File: src/rtl/sipo_frame_ctrl.sv
// Serial-to-parallel framing controller: collects MSB-first words delimited by sof,
// presents them on a valid/ready holding register and flags resync, timeout and overrun.
module sipo_frame_ctrl #(
  parameter int WIDTH   = 8,
  parameter int TIMEOUT = 16
) (
  input  logic             clk,
  input  logic             reset_n,
  input  logic             sdi,
  input  logic             sdi_valid,
  input  logic             sof,
  input  logic             ovr_clr,
  output logic [WIDTH-1:0] out_data,
  output logic             out_valid,
  input  logic             out_ready,
  output logic             busy,
  output logic             frame_err,
  output logic             overrun
);

  localparam int CNT_W = $clog2(WIDTH + 1);

  localparam logic [0:0] ST_IDLE  = 1'b0;
  localparam logic [0:0] ST_SHIFT = 1'b1;

  logic [0:0]       state;
  logic [WIDTH-1:0] shifter;
  logic [CNT_W-1:0] bit_cnt;
  logic [7:0]       idle_cnt;

  logic             start;
  logic             resync;
  logic             shift_in;
  logic             complete;
  logic             timeout;
  logic             hold_free;
  logic [WIDTH-1:0] word;

  // A sof on what would be the completing bit is a resync, so completion
  // is only considered for non-sof bits.
  always_comb begin
    start     = (state == ST_IDLE) && sdi_valid && sof;
    resync    = (state == ST_SHIFT) && sdi_valid && sof;
    shift_in  = (state == ST_SHIFT) && sdi_valid && !sof;
    complete  = shift_in && (bit_cnt == CNT_W'(WIDTH - 1));
    timeout   = (state == ST_SHIFT) && !sdi_valid && (idle_cnt == 8'(TIMEOUT - 1));
    hold_free = !out_valid || out_ready;
    word      = {shifter[WIDTH-2:0], sdi};
  end

  always_ff @(posedge clk or negedge reset_n) begin
    if (!reset_n) begin
      state    <= ST_IDLE;
      shifter  <= '0;
      bit_cnt  <= '0;
      idle_cnt <= '0;
    end else if (start || resync) begin
      state    <= ST_SHIFT;
      shifter  <= {{(WIDTH-1){1'b0}}, sdi};
      bit_cnt  <= CNT_W'(1);
      idle_cnt <= '0;
    end else if (complete) begin
      state    <= ST_IDLE;
      shifter  <= '0;
      bit_cnt  <= '0;
      idle_cnt <= '0;
    end else if (shift_in) begin
      shifter  <= word;
      bit_cnt  <= bit_cnt + CNT_W'(1);
      idle_cnt <= '0;
    end else if (timeout) begin
      state    <= ST_IDLE;
      shifter  <= '0;
      bit_cnt  <= '0;
      idle_cnt <= '0;
    end else if (state == ST_SHIFT) begin
      idle_cnt <= idle_cnt + 8'd1;
    end
  end

  always_ff @(posedge clk or negedge reset_n) begin
    if (!reset_n) begin
      out_data  <= '0;
      out_valid <= 1'b0;
    end else if (complete && hold_free) begin
      out_data  <= word;
      out_valid <= 1'b1;
    end else if (out_valid && out_ready) begin
      out_valid <= 1'b0;
    end
  end

  // A fresh overrun on the same edge as ovr_clr keeps the flag set.
  always_ff @(posedge clk or negedge reset_n) begin
    if (!reset_n) begin
      overrun   <= 1'b0;
      frame_err <= 1'b0;
    end else begin
      frame_err <= resync || timeout;
      if (complete && !hold_free) begin
        overrun <= 1'b1;
      end else if (ovr_clr) begin
        overrun <= 1'b0;
      end
    end
  end

  assign busy = (state == ST_SHIFT);

endmodule

File: config.mk
export PLATFORM = sky130hd
export DESIGN_NAME = sipo_frame_ctrl
export DESIGN_NICKNAME = d
export VERILOG_FILES = /design/src/rtl/sipo_frame_ctrl.sv
export SDC_FILE = /design/constraint.sdc
export NUM_CORES = 1
export LEC_CHECK = 0
export CAP_MARGIN = 40
export CELL_PAD_IN_SITES_DETAIL_PLACEMENT = 1
export CELL_PAD_IN_SITES_GLOBAL_PLACEMENT = 2
export CORE_MARGIN = 4
export CORE_UTILIZATION = 40
export CTS_CLUSTER_SIZE = 30
export DETAILED_ROUTE_END_ITERATION = 8
export DONT_BUFFER_PORTS = 1
export GPL_TIMING_DRIVEN = 0
export PLACE_DENSITY_LB_ADDON = 0.1
export SYNTH_ARGS = -nofsm -noshare
export SYNTH_HDL_FRONTEND = slang
export SYNTH_SLANG_ARGS = --single-unit
export TNS_END_PERCENT = 20
File: constraint.sdc
create_clock -name clk -period 4.4 [get_ports clk]
set_input_delay 0.88 -clock clk [delete_from_list [all_inputs] [get_ports clk]]
set_output_delay 0.88 -clock clk [all_outputs]
set_load 0.02 [all_outputs]
* After elaboration in Yosys (flattened, before gate mapping)
Cells that the tools add are included.
** Cells by class
- Muxes and demuxes :: 21
- $lt $le $gt $ge :: 0
- Equality and inequality tests :: 3
- Bitwise operators :: 1
- Shift operators :: 0
- $mul :: 0
- $add $sub $neg :: 2
- Divide/modulo/power cells :: 0
- Reductions and logical operators :: 24
** Operator list (count)
- $mux W8 :: 5
- $mux W7 :: 4
- $mux W4 :: 4
- $logic_and A1 B1 Y1 :: 11
- $add A8 B1 Y8 const B :: 1
- $eq A8 B4 Y1 const B :: 1
- $mux W1 :: 8
- $reduce_bool A5 Y1 :: 1
- $add A4 B1 Y4 const B :: 1
- $eq A4 B3 Y1 const B :: 1
- $logic_not A1 Y1 :: 4
- $reduce_bool A2 Y1 :: 2
- $reduce_bool A4 Y1 :: 1
- $logic_or A1 B1 Y1 :: 3
- $ne A3 B1 Y1 const B :: 1
- $reduce_bool A3 Y1 :: 1
- $reduce_and A2 Y1 :: 1
- $not A1 Y1 :: 1
** Word-level totals
- Flip-flop bits (word level) :: 31
- Bits of input ports :: 7
- Word-level logic and storage cells :: 59
- Output and inout port bits :: 12
- Bits in writable memories :: 0
- Bits in latches :: 0
- Memories kept :: 0
- ROM bits :: 0

* Logic depth before layout (Yosys ltp)
- Word-level depth :: 7
- Mapped depth :: 6
- Depth with buffers taken out :: 5

* Worst setup path before layout
OpenSTA, ideal clock, no wires.
- Kind :: input-to-reg
- From :: input port sdi_valid
- To :: register bit_cnt[0]
- Setup time :: 0.126 ns
- Required time :: 4.274 ns
- Path slack :: 2.308 ns
- Stages on the path :: 5
- Buffers on the path :: 1
- Arrival :: 1.966 ns
- Path through :: nand2b_1 > nor4_4 > nor2b_2 > buf_6 > a221o_1
** Between the ends
- Longest elaborated chain between the ends :: 5
- Elaborated cells between the ends (all ways) :: 14
- Classes of those cells :: 3 x mux; 11 x reduce/logical
** RTL lines
- start, declared :: line 10 : input logic sdi_valid,
- $logic_and A1 B1 Y1 :: line 43, 44
- $logic_and A1 B1 Y1 :: line 44 : shift_in = (state == ST_SHIFT) && sdi_valid && !sof;
- $mux W4 / $logic_and A1 B1 Y1 (equally long branches) :: line 67, 45
- $mux W4 :: line 62 : end else if (complete) begin
- $mux W4 :: line 57 : end else if (start || resync) begin
- end signal, assigned :: line 69 : bit_cnt <= bit_cnt + CNT_W'(1);
- end, declared :: line 28 : logic [CNT_W-1:0] bit_cnt;
Several ways; a longest one is shown, not always the timed one.
A chain may end at the register's enable or synchronous reset.

* Worst setup path after layout
- From :: register idle_cnt[5]
- To :: register bit_cnt[0]
** Between the ends
- Longest elaborated chain between the ends :: 3
** RTL lines
- start, declared :: line 29 : logic [7:0] idle_cnt;
- start signal, assigned :: line 77 : idle_cnt <= idle_cnt + 8'd1;
- $eq A8 B4 Y1 :: line 46 : timeout = (state == ST_SHIFT) && !sdi_valid && (idle_cnt == 8'(TIMEOUT - 1));
- $logic_and A1 B1 Y1 :: line 46
- $reduce_bool A4 Y1 (no source line)
Every way passes these cells.

==> impl_metrics.tcl <==
set metrics [dict create \
    via_per_inst 5.509 \
    min_path_type "in2async" \
    yosys.area.top_type "dfrtp_1" \
    drive_gt1_frac 0.1811 \
    hold_ws_ns 0.2362 \
    gr-total-overflow 0 \
    finalCritPeriodShare 0.4412 \
    ys_async_sr_fraction 1.000 \
    status "finished clean" \
    rrSetupSlack_ns 2.46 \
    yosysMostFrequentCell "dfrtp_1" \
    hold_violations 0 \
    worst_skew_pair.late_latency_ns 0.32 \
    cts_made_buffers 5 \
    die_h_um 66.93 \
    synth.top_cell.area_share 0.5586 \
    power_leakage_nw 0.7116 \
    synth_seq_area_share 0.5586 \
    die_w_um 66.93 \
    synthDistinctLibCells 35 \
    cp.arrival_ns 2.15 \
    finClkSkew_ns 0.009237 \
    row_count 21 \
    cts_max_level 2 \
    io_pins 19 \
    post_drt_wl_per_cell_um 15.55 \
    cts_tree "built" \
    grt_pass1_wl_um 4719 \
    core_area_sq_um 3337 \
    gp_congestion 0.7562 \
    grt_max_degree 32 \
    ir_worst_vdd_uv 207.4 \
    cts_resized 0 \
    fmax_ghz 0.5151 \
    cellPowerDensity_nw_per_um2 398.9 \
    yosysWarnings 0 \
    dp_slack_ns 2.085 \
    rsz0062_at_grt "false" \
    ys_top_cells_by_count "dfrtp_1, nor2_1, mux2_2" \
    track_usage 0.1441 \
    cts_buffer_depth 2 \
    drc 0 \
    post-route-min-period_ns 1.941 \
    path_max_fanout 8 \
    worst_slack_ns 2.459 \
    cp-end-kind "flop" \
    vias 953 \
    cts_hold_buf 0 \
    port_buffers 0 \
    initial_core_util 0.4162 \
    synth_area_sq_um 1389 \
    antenna_found_initial 0 \
    worst_pin_slew_ns 0.7280 \
    finalSetupViolCount 0 \
    hpwl_um 1944 \
    worstSetupPathType "reg2reg" \
    synthCells 119 \
    slew_viol_final 0 \
    tns_ns 0 \
    antenna_cells 0 \
    ant_nets 0 \
    nets 135 \
    synth_edf_count 0 \
    cap_viol_max_count 0 \
    first_pass_iters 3 \
    cts_setup_buffers 0 \
    cp-start-kind "flop" \
    clk_pin_slew_ns 0.10 \
    cts.sinks 31 \
    syn_to_final_growth_pct 10.36 \
    first_global_vias 1018 \
    fp.dieArea_sq_um 4479 \
    synthTopCellsByArea "dfrtp_1, mux2_2, a22o_1, nor2_1, mux2i_1" \
    cts-root-buf "clkbuf_4" \
    critPathRequiredTime_ns 4.61 \
    routed_wl_um 2690 \
    syn_area_per_cell_sq_um 11.67 \
    drt_iter0_markers 28 \
    synth_top_flop_cell "dfrtp_1" \
    slew_headroom 0.5109 \
    synth_nets 128 \
    ys_ff_latch 31 \
]
[sequential cells by signal (all words and copies together), names as in the netlist]
signal,flops
busy,1
bit_cnt,4
shifter,7
idle_cnt,8
out_data,8
out_valid,1
overrun,1
frame_err,1
[through the flow]
step | cells | area (sq um) | utilization | power (mW)
after floorplan | 119 | 1389 | - | 0.3705
after global placement | 165 | 1446 | 0.4334 | 0.3812
after detailed placement | 165 | 1446 | 0.4334 | 0.3848
after CTS | 173 | 1533 | 0.4593 | 0.6215
after global routing | 173 | 1533 | 0.4593 | 0.6455
final | 173 | 1533 | 0.4593 | 0.6113
[worst max-delay path, stage by stage, from the launching register on]
cell,delay (ns)
dfrtp_1,0.42
or3_4,0.41
nor4_4,0.44
nor2b_2,0.09
buf_6,0.15
a221o_1,0.32
[cells by family after synthesis]
logic type,count (synthesis),share of synthesized area
compound gates,24,0.1261
xor+xnor,3,0.01892
fa+ha+maj,2,0.01802
buf+inv,8,0.02883
flops,31,0.5586
mux,11,0.08649
simple gates,40,0.1631
[final timing paths]
path / startpoint / endpoint / depth (start not counted)
worst max-delay path: idle_cnt[5] / bit_cnt[0] / 5
max in group asynchronous: reset_n / idle_cnt[3] / 0
worst min register to register: shifter[6] / shifter[6] / 1
min in group clk: shifter[6] / shifter[6] / 1
worst max register to register: idle_cnt[5] / bit_cnt[0] / 5
worst min-delay path: reset_n / overrun / 0
[layout by cell type, fill, tap and decap left out, types with 2 or more instances in the layout]
cell       n
dfrtp_1   31
nor2_1    11
mux2_2     8
nand2_1    7
a22o_1     7
clkbuf_4   5
nand2b_1   4
o21ai_0    4
a21oi_1    4
nand3_1    3
inv_1      3
nor3_1     3
mux2i_1    3
xnor2_1    3
clkbuf_1   2
buf_2      2
and3b_1    2
and3_1     2
nand4_1    2
ha_1       2
[layout make-up]
class,count,area (sq um)
fill,382,1804
sequential,31,775.7
multi-input combinational,80,573.1
tap,46,57.56
clock buffer,6,51.30
clock inverter,2,35.03
buffer,5,28.78
inverter,3,11.26
[routing by layer]
layer  wire (um)  part of all wire  GRT usage
met1        1263              0.47     0.1888
met2        1224              0.46     0.2141
met3         161             0.060    0.05059
met4          41             0.015    0.06076
met5           0                 0          0
[where the power goes]
part           internal, mW  total, mW  switching (mW)
Sequential            0.304      0.329          0.0251
Combinational        0.0251     0.0501          0.0251
Clock                 0.134      0.232          0.0976
Total                 0.464      0.611           0.148
No activity file was read; power rests on OpenSTA's default activity.
